## src/rtl/vend_pkg.sv

```systemverilog
// Shared types and constants for the vending credit datapath.
package vend_pkg;

  localparam int unsigned CREDIT_W = 7;
  localparam int unsigned SUM_W    = 8;

  localparam logic [CREDIT_W-1:0] NICKEL_C  = CREDIT_W'(5);
  localparam logic [CREDIT_W-1:0] DIME_C    = CREDIT_W'(10);
  localparam logic [CREDIT_W-1:0] QUARTER_C = CREDIT_W'(25);

  typedef enum logic [1:0] {
    IDLE   = 2'd0,
    PAYOUT = 2'd1,
    DONE   = 2'd2
  } credit_state_t;

  // One-hot coin choice, ordered {quarter, dime, nickel}.
  typedef struct packed {
    logic q;
    logic d;
    logic n;
  } coin_onehot_t;

endpackage

```

## src/rtl/coin_select.sv

```systemverilog
// coin_select: picks the largest coin not exceeding the given credit.
// Ports:
//   money   - credit to pay from, cents
//   coin_c  - one-hot {q,d,n} choice; all zero when money < 5
//   value_c - value of the chosen coin in cents (0 when none)
module coin_select
  import vend_pkg::*;
(
  input  logic [CREDIT_W-1:0] money,
  output coin_onehot_t        coin_c,
  output logic [CREDIT_W-1:0] value_c
);

  // Greedy choice: quarter, then dime, then nickel.
  always_comb begin
    coin_c  = '0;
    value_c = '0;
    if (money >= QUARTER_C) begin
      coin_c.q = 1'b1;
      value_c  = QUARTER_C;
    end else if (money >= DIME_C) begin
      coin_c.d = 1'b1;
      value_c  = DIME_C;
    end else if (money >= NICKEL_C) begin
      coin_c.n = 1'b1;
      value_c  = NICKEL_C;
    end
  end

endmodule

```

## src/rtl/coin_credit.sv

```systemverilog
// coin_credit: holds running vending credit, accepts/refuses coins,
// deducts spends, and pays remaining credit back one coin per cycle.
// Ports:
//   Clock, Reset (sync, active-low)
//   Nickel/Dime/Quarter - coin deposit pulses
//   SpendValid/SpendAmt - price deduction request
//   Return              - pay back all credit
//   Money               - current credit, cents
//   Reject/Fault        - refused coin / refused spend pulses
//   OutN/OutD/OutQ      - payout coin pulses
//   Busy                - payout in progress
//   ReturnDone          - payout finished pulse
module coin_credit
  import vend_pkg::*;
#(
  parameter int unsigned MAXCREDIT = 95
) (
  input  logic                Clock,
  input  logic                Reset,
  input  logic                Nickel,
  input  logic                Dime,
  input  logic                Quarter,
  input  logic                SpendValid,
  input  logic [CREDIT_W-1:0] SpendAmt,
  input  logic                Return,
  output logic [CREDIT_W-1:0] Money,
  output logic                Reject,
  output logic                Fault,
  output logic                OutN,
  output logic                OutD,
  output logic                OutQ,
  output logic                Busy,
  output logic                ReturnDone
);

  credit_state_t       state, state_nx;
  logic [CREDIT_W-1:0] money_nx;
  logic                reject_nx, fault_nx, busy_nx, rdone_nx;
  coin_onehot_t        out_nx;

  coin_onehot_t        sel_coin;
  logic [CREDIT_W-1:0] sel_val;

  logic [1:0]          coin_cnt;
  logic                any_coin;
  logic [SUM_W-1:0]    coin_val;
  logic                coin_ok;
  logic [SUM_W-1:0]    avail;

  coin_select u_coin_select (
    .money  (Money),
    .coin_c (sel_coin),
    .value_c(sel_val)
  );

  // Coin decode shared by every state.
  always_comb begin
    coin_cnt = 2'(Nickel) + 2'(Dime) + 2'(Quarter);
    any_coin = Nickel | Dime | Quarter;
    coin_val = '0;
    if (Quarter)     coin_val = SUM_W'(QUARTER_C);
    else if (Dime)   coin_val = SUM_W'(DIME_C);
    else if (Nickel) coin_val = SUM_W'(NICKEL_C);
  end

  // Next-state and registered-output logic.
  always_comb begin
    state_nx  = state;
    money_nx  = Money;
    reject_nx = 1'b0;
    fault_nx  = 1'b0;
    rdone_nx  = 1'b0;
    out_nx    = '0;
    coin_ok   = 1'b0;
    avail     = SUM_W'(Money);

    case (state)
      IDLE: begin
        // Acceptance is judged on pre-spend credit; Return refuses coins.
        coin_ok = (coin_cnt == 2'd1) && !Return &&
                  ((SUM_W'(Money) + coin_val) <= SUM_W'(MAXCREDIT));
        if (coin_ok) avail = SUM_W'(Money) + coin_val;
        reject_nx = any_coin && !coin_ok;
        if (SpendValid) begin
          if (SUM_W'(SpendAmt) <= avail) avail = avail - SUM_W'(SpendAmt);
          else                           fault_nx = 1'b1;
        end
        money_nx = CREDIT_W'(avail);
        if (Return) state_nx = PAYOUT;
      end
      PAYOUT: begin
        reject_nx = any_coin;
        fault_nx  = SpendValid;
        // No selectable coin means credit is exhausted.
        if (sel_coin == '0) begin
          state_nx = DONE;
          rdone_nx = 1'b1;
        end else begin
          out_nx   = sel_coin;
          money_nx = Money - sel_val;
        end
      end
      DONE: begin
        reject_nx = any_coin;
        fault_nx  = SpendValid;
        state_nx  = IDLE;
      end
      default: state_nx = IDLE;
    endcase

    busy_nx = (state_nx != IDLE);
  end

  // State and output registers.
  always_ff @(posedge Clock) begin
    if (!Reset) begin
      state      <= IDLE;
      Money      <= '0;
      Reject     <= 1'b0;
      Fault      <= 1'b0;
      OutN       <= 1'b0;
      OutD       <= 1'b0;
      OutQ       <= 1'b0;
      Busy       <= 1'b0;
      ReturnDone <= 1'b0;
    end else begin
      state      <= state_nx;
      Money      <= money_nx;
      Reject     <= reject_nx;
      Fault      <= fault_nx;
      OutN       <= out_nx.n;
      OutD       <= out_nx.d;
      OutQ       <= out_nx.q;
      Busy       <= busy_nx;
      ReturnDone <= rdone_nx;
    end
  end

endmodule

```

## config.mk

```make
export PLATFORM = sky130hd
export DESIGN_NAME = coin_credit
export DESIGN_NICKNAME = d
export VERILOG_FILES = /design/src/rtl/vend_pkg.sv /design/src/rtl/coin_select.sv /design/src/rtl/coin_credit.sv
export SDC_FILE = /design/constraint.sdc
export NUM_CORES = 1
export LEC_CHECK = 0
export ABC_AREA = 1
export BUFFER_PORTS_ARGS = -buffer_cell sky130_fd_sc_hd__buf_2
export CAP_MARGIN = 5
export CORE_MARGIN = 4
export CORE_UTILIZATION = 40
export CTS_CLUSTER_SIZE = 25
export DETAILED_ROUTE_END_ITERATION = 8
export GPL_TIMING_DRIVEN = 0
export PLACE_DENSITY_LB_ADDON = 0.05
export SETUP_SLACK_MARGIN = 0.3
export SYNTH_ARGS = -nofsm -noshare
export SYNTH_HDL_FRONTEND = slang
export SYNTH_SLANG_ARGS = --single-unit
```

## constraint.sdc

```tcl
create_clock -name Clock -period 10.15 [get_ports Clock]
set_input_delay 2.03 -clock Clock [delete_from_list [all_inputs] [get_ports Clock]]
set_output_delay 2.03 -clock Clock [all_outputs]
set_load 0.1 [all_outputs]
```

Word-level counts from Yosys, hierarchy flattened

Cells that the tools add are included.

Register bits after elaboration: 16
Input port bits: 14

Add/sub/neg operators: 5
$lt $le $gt $ge: 5
Equality and inequality tests: 4
Mux-type cells: 25
Bitwise gates (word level): 4
Reductions and logical operators: 13

Operator list:

| operator                                                           | number |
|---|---|
| two-way mux 7 bit                                                  | 5 |
| two-way mux 8 bit                                                  | 2 |
| one-hot mux 7 bit (2 select lines)                                 | 1 |
| subtractor 7 bit                                                   | 2 |
| adder 7 x 8 -> 8 bit                                               | 1 |
| <= comparator 7 x 8 -> 1 bit                                       | 1 |
| <= comparator 8 x 7 -> 1 bit (second input constant)               | 1 |
| greater-or-equal comparator 7 x 3 -> 1 bit (second input constant) | 1 |
| greater-or-equal comparator 7 x 4 -> 1 bit (second input constant) | 1 |
| greater-or-equal comparator 7 x 5 -> 1 bit (second input constant) | 1 |
| two-way mux 1 bit                                                  | 7 |
| two-way mux 2 bit                                                  | 3 |
| two-way mux 3 bit                                                  | 2 |
| two-way mux 5 bit                                                  | 1 |
| == test 2 x 1 -> 1 bit (second input constant)                     | 2 |
| two-way mux 4 bit                                                  | 1 |
| one-hot mux 1 bit (2 select lines)                                 | 2 |
| one-hot mux 2 bit (2 select lines)                                 | 1 |
| AND reduction 2 bit                                                | 2 |
| nonzero test 2 bit                                                 | 2 |
| logical AND 1 bit                                                  | 3 |
| zero test 3 bit                                                    | 1 |
| OR reduction 3 bit                                                 | 1 |
| adder 1 x 1 -> 2 bit                                               | 1 |
| other kinds (8)                                                    | 11 |

Longest topological paths before layout

Gate-level depths: netlist (run 1).

Word-level depth: 12
Gate-level depth with buffers: 31
Depth with buffers taken out: 30

Modules after synthesis

Synthesis (run 1) repeated with hierarchy kept, for this count alone.

Cells, all modules: 326
Area, all modules: 2020.7 µm²

By module, submodules not included:

| module      | instances | cells each | area an instance (µm²) |
|---|---|---|---|
| coin_credit | 1         | 294        | 1874.3 |
| coin_select | 1         | 32         | 146.4 |

Worst setup path before layout (run 1)

OpenSTA, ideal clock, no wires.

Path kind: in2reg
Start: in Nickel
End: reg Money[6]
Setup time: 0.121 ns
Arrival: 4.946 ns
Required time: 10.029 ns
Slack: 5.083 ns
Stages: 28
Path through: inv_1 -> o21ai_0 -> ha_1 -> fa_1 -> nand2_1 -> nor2_1 -> nand2_1 -> nand3_1 -> nand2_1 -> nand2_2 -> nand3_2 -> nand2_2 -> buf_4 -> nand2_1 -> o21ai_4 -> inv_1 -> ha_1 -> inv_1 -> fa_1 -> nand2_1 -> nand2_1 -> a31oi_1 -> o21ai_0 -> xor2_1 -> nand3_1 -> nand3_1 -> nand2_1 -> a21oi_1

Cells in the longest elaborated chain, start to end: 12
Elaborated cells between the ends (all ways): 17

Ends and longest elaborated chain:

| element                                                                 | line                                 | RTL |
|---|---|---|
| start, declared                                                         | coin_credit.sv:20                    | `input logic Nickel,` |
| two-way mux 3 bit                                                       | coin_credit.sv:63                    | `else if (Nickel) coin_val = SUM_W'(NICKEL_C);` |
| two-way mux 4 bit                                                       | coin_credit.sv:62                    | `else if (Dime) coin_val = SUM_W'(DIME_C);` |
| two-way mux 5 bit                                                       | coin_credit.sv:61                    | `if (Quarter) coin_val = SUM_W'(QUARTER_C);` |
| adder 7 x 8 -> 8 bit                                                    | coin_credit.sv:81, coin_credit.sv:82 |  |
| <= comparator 8 x 7 -> 1 bit                                            | coin_credit.sv:81                    | `((SUM_W'(Money) + coin_val) <= SUM_W'(MAXCREDIT));` |
| logical AND 1 bit                                                       | coin_credit.sv:80                    | `coin_ok = (coin_cnt == 2'd1) && !Return &&` |
| two-way mux 8 bit *                                                     | coin_credit.sv:82                    | `if (coin_ok) avail = SUM_W'(Money) + coin_val;` |
| two-way mux 8 bit *                                                     | coin_credit.sv:77                    | `case (state)` |
| subtractor 7 bit / <= comparator 7 x 8 -> 1 bit (equally long branches) | coin_credit.sv:85                    | `if (SUM_W'(SpendAmt) <= avail) avail = avail - SUM_W'(SpendAmt);` |
| two-way mux 7 bit                                                       | coin_credit.sv:85                    |  |
| two-way mux 7 bit *                                                     | coin_credit.sv:84                    | `if (SpendValid) begin` |
| one-hot mux 7 bit (2 select lines) *                                    | coin_credit.sv:77                    |  |
| end signal, assigned                                                    | coin_credit.sv:128                   | `Money <= money_nx;` |
| end, declared                                                           | coin_credit.sv:26                    | `output logic [CREDIT_W-1:0] Money,` |

Mark *: on every way between the ends. The rest lies on a longest branch, timed or not. The select of a mux whose other input is x is not followed.
A chain may end at the register's enable or synchronous reset.

Final worst setup path (run 1)

Start: in Quarter
End: reg Money[6]

Cells in the longest elaborated chain, start to end: 10
Elaborated cells between the ends (all ways): 14

Ends and longest elaborated chain:

| element                                                                  | line                                                    | RTL |
|---|---|---|
| start, declared                                                          | coin_credit.sv:22                                       | `input logic Quarter,` |
| two-way mux 5 bit / adder 2 x 1 -> 2 bit (equally long branches)         | coin_credit.sv:61, coin_credit.sv:58                    |  |
| adder 7 x 8 -> 8 bit / == test 2 x 1 -> 1 bit (equally long branches)    | coin_credit.sv:81, coin_credit.sv:82, coin_credit.sv:80 |  |
| <= comparator 8 x 7 -> 1 bit / logical AND 1 bit (equally long branches) | coin_credit.sv:81, coin_credit.sv:80                    |  |
| logical AND 1 bit                                                        | coin_credit.sv:80                                       |  |
| two-way mux 8 bit *                                                      | coin_credit.sv:82                                       |  |
| two-way mux 8 bit *                                                      | coin_credit.sv:77                                       |  |
| subtractor 7 bit / <= comparator 7 x 8 -> 1 bit (equally long branches)  | coin_credit.sv:85                                       |  |
| two-way mux 7 bit                                                        | coin_credit.sv:85                                       |  |
| two-way mux 7 bit *                                                      | coin_credit.sv:84                                       |  |
| one-hot mux 7 bit (2 select lines) *                                     | coin_credit.sv:77                                       |  |

Marked as above.

==> flow_summary_export.csv, run 1 <==
group,metric,value,unit
layout,multi_input_area,1320,µm²
setup_path,r2r_setup_slack,6.38,ns
detailed_routing,wl_per_cell,12.33,µm
min_path,holdPathEnd,"Money[0]",
min_path,hold_start,"Money[0]",
setup_path,path_delay_family,"adder cells",
clocking,htreeDepth,1,
layout,area_growth,13.21,%
sta,setup_violations,0,
layout,regArea,320.3,µm²
detailed_routing,routed_wl,4.624,mm
clocking,cts_resized,0,
sta,tightest_slew,0.4907,ns
layout,drive_above_1_share,14.86,%
sta,final_max_slew_viol_count,0,
logic_synthesis,avgSynthCellArea,6.465,µm²
logic_synthesis,synth-seq-cells,16,
layout,stdcell_area,2145,µm²
setup_path,critPathLaunchType,"input port",
placed_design,gp_congestion,0.8286,
setup_path,critPathSlowestCell,"fa_1",
floorplanning,core,4474,µm²
logic_synthesis,syn-num-nets,336,
floorplanning,die_w,76.82,µm
detailed_routing,dr.pass1.iters,4,
global_route,track_usage,16.46,%
clocking,clockRootBuffer,"clkbuf_8",
clocking,cts_buffers,3,
layout,fin_nets,367,
logic_synthesis,synth.distinct_cells,31,
global_route,grt_overflow,0,
floorplanning,io_pins,28,
power_and_ir_drop,total_power,740.8,µW
setup_path,critPathMostFrequentCell,"nand2_1",
clocking,cts_sinks,16,
setup_path,end_kind,"flop",
global_route,antenna_found_initial,0,
power_and_ir_drop,p_per_area,345.4,nW/µm²
floorplanning,die_h,76.82,µm
layout,antenna_cells,0,
clocking,clockBufferDepth,2,
clocking,ctsHoldBuffers,0,
power_and_ir_drop,p_sw,451.9,µW
clocking,cts.clk_slew.worst_paths,0.07,ns
global_route,grt_max_degree,11,
power_and_ir_drop,clkPwrFrac,7.9,%
detailed_routing,drt_iter0_markers,71,
detailed_routing,num_vias,1853,
sta,fin_tns_setup,0,ns
power_and_ir_drop,ir_drop,0.2080,mV
logic_synthesis,seq_area_frac_synth,16.91,%
detailed_routing,via_per_inst,4.941,
power_and_ir_drop,swShare,61.00,%
placed_design,dpl_cell_area,2090,µm²
power_and_ir_drop,p_int,288.9,µW
global_route,grt_pass1_vias,1724,
placed_design,post-dp-hpwl,3.830,mm
power_and_ir_drop,comb_power_share,78.0,%
logic_synthesis,synth_area_leader_cell,"dfxtp_1",
logic_synthesis,syn_area,1894,µm²
setup_path,cp_max_fo,10,
floorplanning,rows,24,
setup_path,r2r_cells,23,
power_and_ir_drop,power_leakage,0.001234,µW
setup_path,required,10.33,ns
floorplanning,start_util,42.34,%
sta,hold_violations,0,
setup_path,r2r_start,"Money[0]",
clocking,insertion_delay,0.25,ns
run,cap_violations,0,
layout,finish.utilization,47.93,%
setup_path,max_stage_delay,0.46,ns
logic_synthesis,synth_area_leaders,"dfxtp_1 (17%), ha_1 (17%), nand2_1 (12%)",
detailed_routing,postRouteAntennaNets,0,
power_and_ir_drop,p_seq_share,14.1,%
floorplanning,die_area,5901,µm²
min_path,hold_depth,2,
clocking,cts_setup_buffers,0,
placed_design,port_buffers,26,
sta,fin_worst_skew,0.004916,ns
min_path,hold_class,"flop to flop",
sta,grt_setup_unrepaired,"no",
sta,period_share,53.64,%
logic_synthesis,synthCells,293,
setup_path,crit_type,"input port to flop",
setup_path,worstReg2RegEnd,"Money[6]",
outcome,status,"completed",
setup_path,cp_num_buf_inv,4,
layout,fillers,498,
setup_path,critPathArrivalTime,5.62,ns
sta,fmax,183.7,MHz
clocking,cts_tree,"done",
detailed_routing,drc,0,
logic_synthesis,synth_top_area_share,16.91,%
sta,final.min_clock_period,5.445,ns
global_route,grt_pass1_wl,8.093,mm
logic_synthesis,yosys_warnings,0,
sta,relSlewSlack,67.51,%
how the worst max path moves through the flow:
stage / start / end / slack, ns / depth (start not counted)
3_3_place_gp: Quarter / Money[6] / 4.42 / 26
3_5_place_dp: Quarter / Money[6] / 4.41 / 31
4_1_cts: Quarter / Money[6] / 4.66 / 31
5_1_grt: Quarter / Money[6] / 4.27 / 31
2_1_floorplan: Nickel / Money[6] / 5.08 / 28
6_report: Quarter / Money[6] / 4.71 / 26
worst reg2reg max path: stages (launching register included):
cell and delay [ns]:
dfxtp_1 0.37, ha_1 0.25, fa_1 0.41, nand2_1 0.10
nor2_1 0.04, nand2_1 0.05, nand3_1 0.07, nand2_1 0.07
nand2_2 0.06, nand3_2 0.07, nand2_2 0.06, buf_4 0.18
o21ai_0 0.33, inv_1 0.16, fa_1 0.46, nand2_1 0.09
nand2_1 0.10, a31oi_1 0.14, o21ai_0 0.12, xor2_1 0.15
nand3_1 0.09, nand3_1 0.09, nand2_1 0.08, a21oi_1 0.17
Yosys cell counts (all sizes together):
library cell	number
dfxtp	16
a211oi	1
nor3	2
xnor2	3
nand3b	1
buf	3
a31oi	1
xor2	5
o211a	1
ha	25
inv	54
nand4	2
nand3	27
nand2	67
nor2	27
fa	4
a21o	1
o21ai	25
clkbuf	2
clkinv	1
a21oi	25
state kept, by name (all words and copies together) (netlist names):
| name | count |
|---|---|
| Busy | 1 |
| OutD | 1 |
| OutQ | 1 |
| state | 2 |
| Fault | 1 |
| OutN | 1 |
| Money | 7 |
| Reject | 1 |
| ReturnDone | 1 |
per-stage QoR:
| stage | worst slack, ns | hold WS (ns) | cells |
|---|---|---|---|
| floorplan | 5.083 | 0.5562 | 293 |
| global placement | 4.423 | 0.5403 | 371 |
| detailed placement | 4.408 | 0.5399 | 371 |
| CTS | 4.663 | 0.5566 | 375 |
| global route | 4.273 | 0.6018 | 375 |
| finish | 4.705 | 0.5585 | 375 |
layer usage:
layer | vias up | global-route usage [%] | wire length, µm | share of wire (%)
li1 | 998 | - | - | -
met1 | 818 | 24.34 | 2419 | 52
met2 | 31 | 25.17 | 2001 | 43
met3 | 6 | 2.342 | 138 | 3.0
met4 | 0 | 3.442 | 64 | 1.4
met5 | - | 0 | 0 | 0
placed cells by master, fill, tap and decap left out, drive strengths merged, types with 2 or more instances in the layout:
cell,count
a21oi,25
buf,29
clkbuf,6
dfxtp,16
fa,4
ha,25
inv,54
nand2,67
nand3,27
nand4,2
nor2,27
nor3,2
o21ai,25
xnor2,3
xor2,5
power by group through the flow:
stage	clock (µW)	combinational, µW	sequential, µW
CTS	59.2	577	104
floorplan	0	345	220
finish	58.8	578	104
detailed placement	0	571	105
global placement	0	570	105
global route	62.7	651	107
cell type report:
type	count	share of cell area (%)
Sequential cell	16	14.94
Timing Repair Buffer	26	6.068
Inverter	55	9.627
Multi-Input combinational cell	217	61.55
Tap cell	52	3.034
Clock buffer	4	2.567
Buffer	5	2.217
cell families after synthesis:
family | Yosys count | share of synthesized area [%]
fa+ha+maj | 29 | 20.74
simple gates | 126 | 29.59
flops | 16 | 16.91
buf+inv | 60 | 13.41
xor+xnor | 8 | 3.699
compound gates | 54 | 15.65
Power figures use the tool's default switching activity.
==> run 2, diff against run 1 <==
- ABC_AREA: 1 -> 0
- clock period: 10.15 -> 4.9 ns (I/O delays scaled with it)
==> run 2 against run 1 <==
Die area increased by 1.7%. Wire length grew 20%. Final cell count fell by 6.9%. Area after synthesis grew 1.8%. Sequential power is 120% higher. Flip-flop and latch count stayed put. Worst setup slack got worse by 4.3 ns. Utilization up 5.8 points. Via count increased by 6.0%. Combinational power up 140%. Critical endpoint unchanged. Largest power group unchanged.
==> flow_summary_export.csv, run 2 <==
group,metric,value,unit
outcome,status,"completed",
floorplanning,io_pins,28,
sta,setup_violations,0,
detailed_routing,dr.pass1.iters,4,
placed_design,port_buffers,27,
floorplanning,start_util,41.12,%
power_and_ir_drop,power_leakage,0.001135,µW
detailed_routing,num_vias,1964,
logic_synthesis,synthArstFlopShare,0,%
setup_path,critPathLaunchType,"input port",
layout,reg_top3,"Money (7), state (2)",
layout,area_growth,30.74,%
logic_synthesis,synth_edf_count,0,
clocking,htreeDepth,1,
clocking,cts.clk_slew.worst_paths,0.06,ns
global_route,grt_pass1_vias,1919,
placed_design,post-dp-hpwl,4.230,mm
min_path,holdPathEnd,"state[1]",
global_route,grt_pass1_wl,9.135,mm
power_and_ir_drop,p_per_area,685.8,nW/µm²
logic_synthesis,synthXorXnorAreaFrac,3.632,%
sta,fin_tns_setup,0,ns
setup_path,r2r_cells,16,
logic_synthesis,synth_compound_area_share,26.85,%
logic_synthesis,synth-seq-cells,16,
global_route,grt_max_degree,11,
logic_synthesis,syn-num-nets,292,
min_path,hold_depth,2,
logic_synthesis,yosysMostFrequentCell,"inv_1",
clocking,insertion_delay,0.25,ns
logic_synthesis,yosys_warnings,0,
clocking,cts_sinks,16,
setup_path,required,5.02,ns
logic_synthesis,yosys.area_share.simple,22.18,%
setup_path,cp_max_fo,5,
logic_synthesis,synthCells,249,
sta,final.min_clock_period,4.492,ns
layout,antenna_cells,0,
logic_synthesis,synth_top_family_by_area,"compound AO/OA/AOI/OAI gates",
setup_path,path_cells,"buf_2, inv_4, fa_1, or3b_4, a2111oi_4, or3b_4, nand2_8, mux2i_4, ha_2, inv_2, fa_2, a211oi_2, o21ai_1, a21oi_1, xor2_1, a21oi_2, a211oi_2, o32ai_2",
clocking,clockRootBuffer,"clkbuf_8",
layout,largest_reg_flops,7,
setup_path,r2r_setup_slack,0.70,ns
detailed_routing,routed_wl,5.526,mm
min_path,hold_class,"flop to flop",
setup_path,worstReg2RegEnd,"Money[6]",
sta,fin_worst_skew,0.004546,ns
logic_synthesis,yosys.area_share.adder,20.36,%
layout,layout.cells.most_common_list,"inv_1 (27), buf_2 (27), ha_1 (18)",
floorplanning,core,4692,µm²
clocking,cts_tree,"done",
floorplanning,die_h,77.45,µm
clocking,ctsHoldBuffers,0,
setup_path,end_kind,"flop",
detailed_routing,postRouteAntennaNets,0,
floorplanning,die_w,77.45,µm
sta,hold_violations,0,
power_and_ir_drop,ir_drop,0.4826,mV
detailed_routing,via_per_inst,5.628,
logic_synthesis,synth_top_area_share,16.60,%
placed_design,gp_congestion,0.8453,
setup_path,crit_start,"Nickel",
placed_design,dp_cells,330,
clocking,clockBufferDepth,2,
setup_path,r2r_start,"Money[1]",
layout,fin_nets,340,
sta,period_share,91.68,%
min_path,hold_start,"state[1]",
layout,drive_above_1_share,31.86,%
sta,final_max_slew_viol_count,0,
sta,tightest_slew,0.6024,ns
floorplanning,rows,25,
detailed_routing,drt_iter0_markers,76,
setup_path,critPathArrivalTime,4.61,ns
sta,relSlewSlack,59.42,%
logic_synthesis,synth_area_leader_cell,"dfxtp_1",
logic_synthesis,syn_area,1929,µm²
clocking,cts_buffers,3,
sta,grt_setup_unrepaired,"no",
setup_path,max_stage_delay,0.49,ns
layout,stdcell_count,349,
logic_synthesis,muxShareOfSynthArea,3.307,%
detailed_routing,drc,0,
logic_synthesis,seq_area_frac_synth,16.60,%
logic_synthesis,synth_area_leaders,"dfxtp_1 (17%), ha_1 (16%), inv_1 (6.0%)",
sta,fmax,222.6,MHz
global_route,grt_overflow,0,
floorplanning,die_area,5999,µm²
setup_path,crit_type,"input port to flop",
layout,largest_register,"Money",
logic_synthesis,ys.flop_type,"dfxtp_1",
logic_synthesis,synthTopCellsByCount,"inv_1 (31), ha_1 (25), o21ai_0 (20), nand2_1 (19), nor2_1 (19)",
global_route,track_usage,18.73,%
setup_path,critPathSlowestCell,"fa_1",
global_route,antenna_found_initial,0,
logic_synthesis,synth.distinct_cells,52,
logic_synthesis,avgSynthCellArea,7.748,µm²
detailed_routing,wl_per_cell,15.83,µm
run,cap_violations,0,
-- run 2: cell count changes after synthesis, moves of 6 or more --
cell,change
inv_1,-21
nand3_1,-19
nand2_1,-40
a21oi_1,-13
nand2_2,-6
nor2_1,-7
a211oi_1,+9
-- run 2: worst max path at each step --
stage	end	slack [ns]	cells after the start
final	Money[6]	0.41	18
after global routing	Money[6]	0.29	20
after CTS	Money[5]	0.30	16
after detailed placement	Money[5]	-0.47	18
after global placement	Money[5]	-0.50	18
after floorplan	Money[6]	0.33	17
-- run 2: logic make-up after synthesis --
group | Yosys count
AND/OR/NAND/NOR | 82
AO/OA/AOI/OAI | 72
buffers and inverters | 36
adder cells (fa/ha/maj) | 29
flip-flops | 16
XOR/XNOR | 8
multiplexers | 6
-- run 2: final cells by class --
class / count / area [µm²]
buffer: 5 / 20.02
clock buffer: 3 / 41.29
fill: 448 / 2170
inverter: 31 / 121.4
multi-input combinational: 197 / 1690
sequential: 16 / 320.3
tap: 54 / 67.56
timing repair buffer: 43 / 261.5
-- run 2: critical path: cells and delay by family --
family          cells  cell delay, ns
simple gates        3            0.72
mux                 1            0.22
fa+ha+maj           3            1.08
buf+inv             3            0.19
compound gates      7            1.13
xor+xnor            1            0.28
-- run 2: repair_timing --
item | in CTS | in global routing
setup buffers | 7 | 9
gates resized for setup | 14 | 39
endpoints found under the setup margin | 8 | 8
pin swaps | 6 | 20
gates cloned | 0 | 0
-- run 2: routing by layer --
layer	global-route usage, %	vias to the layer above	wire [µm]
met5	0	-	0
met1	26.52	932	2684
met3	3.248	8	195
li1	-	992	-
met4	3.559	0	40
met2	29.88	32	2606
-- run 2: metrics by stage --
step                      utilization (%)  total power, µW  worst slack [ns]  cell area [µm²]  hold slack [ns]
after global placement              45.49             1423           -0.4951             2135           0.5298
final                               53.76             1730            0.4079             2522           0.5304
after floorplan                         -             1174            0.3261             1932           0.4893
after CTS                           48.61             1606            0.3050             2281           0.5417
after global routing                53.76             1878            0.2918             2522           0.5715
after detailed placement            45.49             1424           -0.4695             2135           0.5327
-- run 2: power breakdown --
| group | switching (µW) | internal (µW) |
|---|---|---|
| combinational | 868 | 532 |
| clock | 47.5 | 54.6 |
| sequential | 61.2 | 166 |
| total | 977 | 753 |
